$ cat src/rtl/shift_sequencer_pkg.sv
// Shared ALU shift-path definitions.
// Holds the sequencer state encoding, the step sizes of the two shift
// stages and the direction encoding used by both the stages and the
// sequencer.
package shift_sequencer_pkg;

  localparam int WIDTH = 32;
  localparam int AMT_W = 5;

  localparam int SHIFT_STEP_COARSE = 4;
  localparam int SHIFT_STEP_FINE   = 1;

  localparam logic DIR_RIGHT = 1'b0;
  localparam logic DIR_LEFT  = 1'b1;

  typedef enum logic [1:0] {
    IDLE  = 2'd0,
    SHIFT = 2'd1,
    DONE  = 2'd2
  } state_t;

endpackage

$ cat src/rtl/shifter32b1.sv
// Combinational shift-by-1 stage, same port contract as shifter32b4.
// Ports:
//   out      - shifted word (equals in when shift = 0)
//   in       - operand
//   shiftdir - DIR_LEFT / DIR_RIGHT
//   shift    - enable; 0 passes the operand through
//   shifta   - arithmetic fill on right shifts (ignored on left)
module shifter32b1
  import shift_sequencer_pkg::*;
(
  output logic [31:0] out,
  input  logic [31:0] in,
  input  logic        shiftdir,
  input  logic        shift,
  input  logic        shifta
);

  logic fill;

  assign fill = shifta & in[31];

  always_comb begin
    out = in;
    if (shift) begin
      if (shiftdir == DIR_LEFT) out = {in[30:0], 1'b0};
      else                      out = {fill, in[31:1]};
    end
  end

endmodule

$ cat src/rtl/shifter32b4.sv
// Combinational shift-by-4 stage.
// Ports:
//   out      - shifted word (equals in when shift = 0)
//   in       - operand
//   shiftdir - DIR_LEFT / DIR_RIGHT
//   shift    - enable; 0 passes the operand through
//   shifta   - arithmetic fill on right shifts (ignored on left)
module shifter32b4
  import shift_sequencer_pkg::*;
(
  output logic [31:0] out,
  input  logic [31:0] in,
  input  logic        shiftdir,
  input  logic        shift,
  input  logic        shifta
);

  logic fill;

  assign fill = shifta & in[31];

  always_comb begin
    out = in;
    if (shift) begin
      if (shiftdir == DIR_LEFT) out = {in[27:0], 4'b0000};
      else                      out = {{4{fill}}, in[31:4]};
    end
  end

endmodule

$ cat src/rtl/shift_sequencer.sv
// Multi-cycle 32-bit shift unit. A request is latched on the input
// handshake, then shifted by 4 while at least 4 remain and by 1 for the
// remainder, one step per clock. The result is presented on the output
// handshake and held until accepted.
// Ports:
//   clk, rst_n           - clock, synchronous active-low reset
//   in_valid / in_ready  - request handshake
//   in_data, in_amt      - operand and shift amount (0..31)
//   in_dir, in_arith     - direction (1 = left), sign-fill on right shifts
//   out_valid / out_ready- result handshake
//   out_data             - shifted result
//   busy                 - an operation is in flight or awaiting pickup
module shift_sequencer
  import shift_sequencer_pkg::*;
#(
  parameter int WIDTH_P = WIDTH,
  parameter int AMT_W_P = AMT_W
) (
  input  logic               clk,
  input  logic               rst_n,
  input  logic               in_valid,
  output logic               in_ready,
  input  logic [WIDTH_P-1:0] in_data,
  input  logic [AMT_W_P-1:0] in_amt,
  input  logic               in_dir,
  input  logic               in_arith,
  output logic               out_valid,
  input  logic               out_ready,
  output logic [WIDTH_P-1:0] out_data,
  output logic               busy
);

  state_t             state_q, state_d;
  logic [WIDTH_P-1:0] data_q, data_d;
  logic [AMT_W_P-1:0] rem_q, rem_d;
  logic               dir_q, dir_d;
  logic               arith_q, arith_d;

  logic               step_coarse, step_fine;
  logic [WIDTH_P-1:0] shift4_out, shift1_out;

  localparam logic [AMT_W_P-1:0] COARSE = AMT_W_P'(SHIFT_STEP_COARSE);
  localparam logic [AMT_W_P-1:0] FINE   = AMT_W_P'(SHIFT_STEP_FINE);

  // Only one stage is enabled per cycle; the other passes through and is
  // not selected by the step mux below.
  assign step_coarse = (state_q == SHIFT) && (rem_q >= COARSE);
  assign step_fine   = (state_q == SHIFT) && !step_coarse && (rem_q != '0);

  shifter32b4 u_shift4 (
    .out      (shift4_out),
    .in       (data_q),
    .shiftdir (dir_q),
    .shift    (step_coarse),
    .shifta   (arith_q)
  );

  shifter32b1 u_shift1 (
    .out      (shift1_out),
    .in       (data_q),
    .shiftdir (dir_q),
    .shift    (step_fine),
    .shifta   (arith_q)
  );

  // NOTE: every signal assigned here gets a default first so no path
  // leaves it unassigned, which would otherwise infer a latch.
  always_comb begin
    state_d = state_q;
    data_d  = data_q;
    rem_d   = rem_q;
    dir_d   = dir_q;
    arith_d = arith_q;
    unique case (state_q)
      IDLE: begin
        if (in_valid) begin
          data_d  = in_data;
          rem_d   = in_amt;
          dir_d   = in_dir;
          arith_d = in_arith;
          state_d = (in_amt == '0) ? DONE : SHIFT;
        end
      end
      SHIFT: begin
        if (step_coarse) begin
          data_d = shift4_out;
          rem_d  = rem_q - COARSE;
        end else if (step_fine) begin
          data_d = shift1_out;
          rem_d  = rem_q - FINE;
        end
        if (rem_d == '0) state_d = DONE;
      end
      DONE: begin
        if (out_ready) state_d = IDLE;
      end
      default: state_d = IDLE;
    endcase
  end

  // NOTE: sequential state uses non-blocking assignments so all registers
  // update together from the values sampled at the same edge.
  always_ff @(posedge clk) begin
    if (!rst_n) begin
      state_q <= IDLE;
      data_q  <= '0;
      rem_q   <= '0;
      dir_q   <= 1'b0;
      arith_q <= 1'b0;
    end else begin
      state_q <= state_d;
      data_q  <= data_d;
      rem_q   <= rem_d;
      dir_q   <= dir_d;
      arith_q <= arith_d;
    end
  end

  assign in_ready  = (state_q == IDLE);
  assign out_valid = (state_q == DONE);
  assign busy      = (state_q != IDLE);
  assign out_data  = data_q;

endmodule

$ cat config.mk
export PLATFORM = sky130hd
export DESIGN_NAME = shift_sequencer
export DESIGN_NICKNAME = d
export VERILOG_FILES = /design/src/rtl/shift_sequencer_pkg.sv /design/src/rtl/shifter32b1.sv /design/src/rtl/shifter32b4.sv /design/src/rtl/shift_sequencer.sv
export SDC_FILE = /design/constraint.sdc
export NUM_CORES = 1
export LEC_CHECK = 0
export BUFFER_PORTS_ARGS = -buffer_cell sky130_fd_sc_hd__buf_2
export CAP_MARGIN = 40
export CORE_ASPECT_RATIO = 0.75
export CORE_MARGIN = 2
export CORE_UTILIZATION = 50
export DETAILED_ROUTE_END_ITERATION = 10
export GPL_ROUTABILITY_DRIVEN = 0
export MAX_ROUTING_LAYER = met4
export PLACE_DENSITY = 0.77
export SLEW_MARGIN = 20
export SYNTH_ARGS = -nofsm -noshare
export SYNTH_HDL_FRONTEND = slang
export SYNTH_HIERARCHICAL = 1
export SYNTH_SLANG_ARGS = --single-unit
export TNS_END_PERCENT = 10
$ cat constraint.sdc
create_clock -name clk -period 2.69 [get_ports clk]
set_input_delay 0.1345 -clock clk [delete_from_list [all_inputs] [get_ports clk]]
set_output_delay 0.1345 -clock clk [all_outputs]
set_load 0.05 [all_outputs]
==> flow_summary.yaml <==
detailed_routing:
  viasPerCell: 5.900
  drt_first_iter_violations: 340
  wirelength_um: 10800
  vias: 4024
  postRouteAntennaNets: 0
  drt_pass1_iterations: 5
  routedWlPerCell_um: 15.84
  drc_errors: 0
critical_path:
  cp-start-kind: "register"
  worstReg2RegEnd: "out_data[11]"
  required_ps: 2880
  worst_ep_arrival_time_ps: 2650
  cp_max_fo: 40
  crit_end: "out_data[11]"
  crit_start: "rem_q[0]"
  rrSetupSlack_ps: 230
  r2r_start: "rem_q[0]"
  crit_path_end_kind: "register"
  crit_type: "reg2reg"
  reg2reg_depth: 10
clock_tree:
  ctsHoldBuffers: 0
  clkSinkCount: 41
  htreeDepth: 2
  clkLatencyLatePin_ps: 300
  cts_tree: "done"
  clock-root-buffer: "clkbuf_8"
  path_clk_slew_ps: 80
  post_cts_buffers: 0
  cts_buffer_depth: 2
  cts_buffers: 5
logic_synthesis:
  yosys.area.top_type: "dfxtp_1"
  synthesis.area_sq_mm: 0.003677
  synthTopCellsByArea: "dfxtp_1, mux2i_1, nor2_1, a21oi_1, nand2_1"
  netlist-cell-type-count: 43
  synth-seq-cells: 41
  syn_inst: 528
  syn_nets: 575
  ys_seq_area_frac: 0.2232
  synth_top_area_frac: 0.2232
  ys_warn_count: 6
  synth_area_per_cell_sq_um: 6.965
global_route:
  grt_max_degree: 41
  grt_usage: 0.2673
  overflow: 0
  grt_pass1_wl_um: 17130
  antenna_found_initial: 0
  grt_pass1_vias: 3379
layout:
  n_fill_cell: 723
  drive_gt1_frac: 0.1893
  diodes: 0
  layout.nets: 627
  final_cells: 682
  mostFrequentLayoutCell: "nor2_1"
  area_delta_synth_final_pct: 14.70
  final_cell_mix: "nor2_1, nand2_1, buf_2, a21oi_1, mux2i_1"
  fin_area_sq_mm: 0.004218
floorplan:
  rows: 27
  die_y_um: 78.27
  fp.dieW_um: 103.0
  coreArea_sq_mm: 0.007229
  ios: 78
  die_area_sq_mm: 0.008064
  start_util: 0.5087
placed_design:
  dp.cells: 674
  dpl-instance-area_sq_mm: 0.004098
  io_buffer_count: 77
  dp_hpwl_um: 7173
sta:
  max_freq_mhz: 406.5
  hold-worst-slack_ps: 88.26
  slew_headroom: 0.6297
  min_period_ps: 2460
  period_share: 0.9145
  clock_skew_ps: 7.090
  rsz0062_at_grt: "no"
  drv_slew: 0
  tightest_slew_ps: 548.3
  fin_tns_setup_ps: 0
  finalHoldViolCount: 0
  final-setup-viol-count: 0
job:
  drv_cap: 0
pwr:
  power_density_mw_per_mm2: 863.8
  power_leakage_nw: 1.718
  power_mw: 3.643
  peakVddDrop_mv: 0.4190
hold_path:
  hold_class: "in2reg"
status:
  status: "finished, final reports clean"
[cell usage after synthesis]
cell        n
nor3b_1     1
o41ai_1     2
and2_1      4
and2b_2     1
buf_2      14
a31oi_1    36
nand3_1     4
xnor2_1     1
clkbuf_1   25
nor3_1      2
ha_1        4
nand2b_1    2
a211oi_1    3
a211o_1     2
a32oi_1     1
buf_6       4
and3_1      2
nor2b_1     2
a21oi_1    64
nand3b_1    3
dfxtp_1    41
inv_1      15
a2111o_1    1
a32o_1      2
or4_1       1
nand2_1    79
o41a_1      1
nand4_1     1
o21ai_0    10
a22o_1     33
nand3b_4    1
a2111oi_4   1
o22ai_1     1
mux2i_1    54
buf_12      3
nor2_1     99
buf_4       1
a311o_1     1
and3b_1     1
o21bai_1    1
a21bo_2     1
o221a_2     2
o21ai_1     1
[how the worst min path moves through the flow]
stage	startpoint	cells after the start	endpoint
floorplan	rst_n	1	rem_q[0]
global placement	in_dir	3	dir_q
detailed placement	in_dir	3	dir_q
CTS	in_dir	3	dir_q
global route	in_dir	3	dir_q
finish	in_dir	3	dir_q
[kinds of logic after synthesis]
group	after synthesis	synth area share
and+or+nand+nor	203	0.2290
AOI/OAI and AO/OA	163	0.2943
buffers and inverters	62	0.09051
muxes	54	0.1470
DFF	41	0.2232
adders and majority gates	4	0.01361
xor gates and xnor gates	1	0.002382
[sequential cells by signal, indices dropped and copies added (netlist names)]
register  flops
state_q       2
rem_q         5
dir_q         1
arith_q       1
out_data     32
[per-layer routing]
metal / share of wire / vias up / track usage
li1: - / 1984 / -
met1: 0.47 / 1818 / 0.3962
met2: 0.43 / 212 / 0.3883
met3: 0.095 / 10 / 0.03651
met4: 0.0084 / 0 / 0.05132
met5: 0 / - / -
[worst max-delay path: stages (launching register included)]
cell,delay [ps]
dfxtp_1,430
inv_1,90
ha_1,300
a2111oi_4,620
nor2_4,140
buf_12,200
nor2_1,110
a21oi_1,50
nand2_1,60
a31oi_1,90
a22o_1,250
[repair_timing]
| action | CTS | global route |
|---|---|---|
| hold endpoints to repair | 0 | 0 |
| setup endpoints to repair | 0 | 28 |
| resized for setup | 0 | 2 |
[report_power, final]
| part | switching (mW) | internal [mW] |
|---|---|---|
| Combinational | 1.33 | 0.731 |
| Sequential | 0.315 | 0.734 |
| Clock | 0.227 | 0.303 |
[cell type report]
class / count / area (sq um) / area share
timing repair buffer: 92 / 548.0 / 0.1299
clock inverter: 1 / 30.03 / 0.007120
multi-input combinational: 425 / 2546 / 0.6037
sequential: 41 / 824.5 / 0.1955
clock buffer: 7 / 86.33 / 0.02047
inverter: 15 / 56.30 / 0.01335
tap: 101 / 126.4 / 0.02996
[per-stage QoR]
| stage | setup slack [ps] | util |
|---|---|---|
| after floorplan | 87.46 | - |
| after global placement | 206.8 | 0.5668 |
| after detailed placement | 125.5 | 0.5668 |
| after CTS | 103.3 | 0.5829 |
| after global routing | 12.90 | 0.5834 |
| final | 230.0 | 0.5834 |
Power figures use the tool's default switching activity.
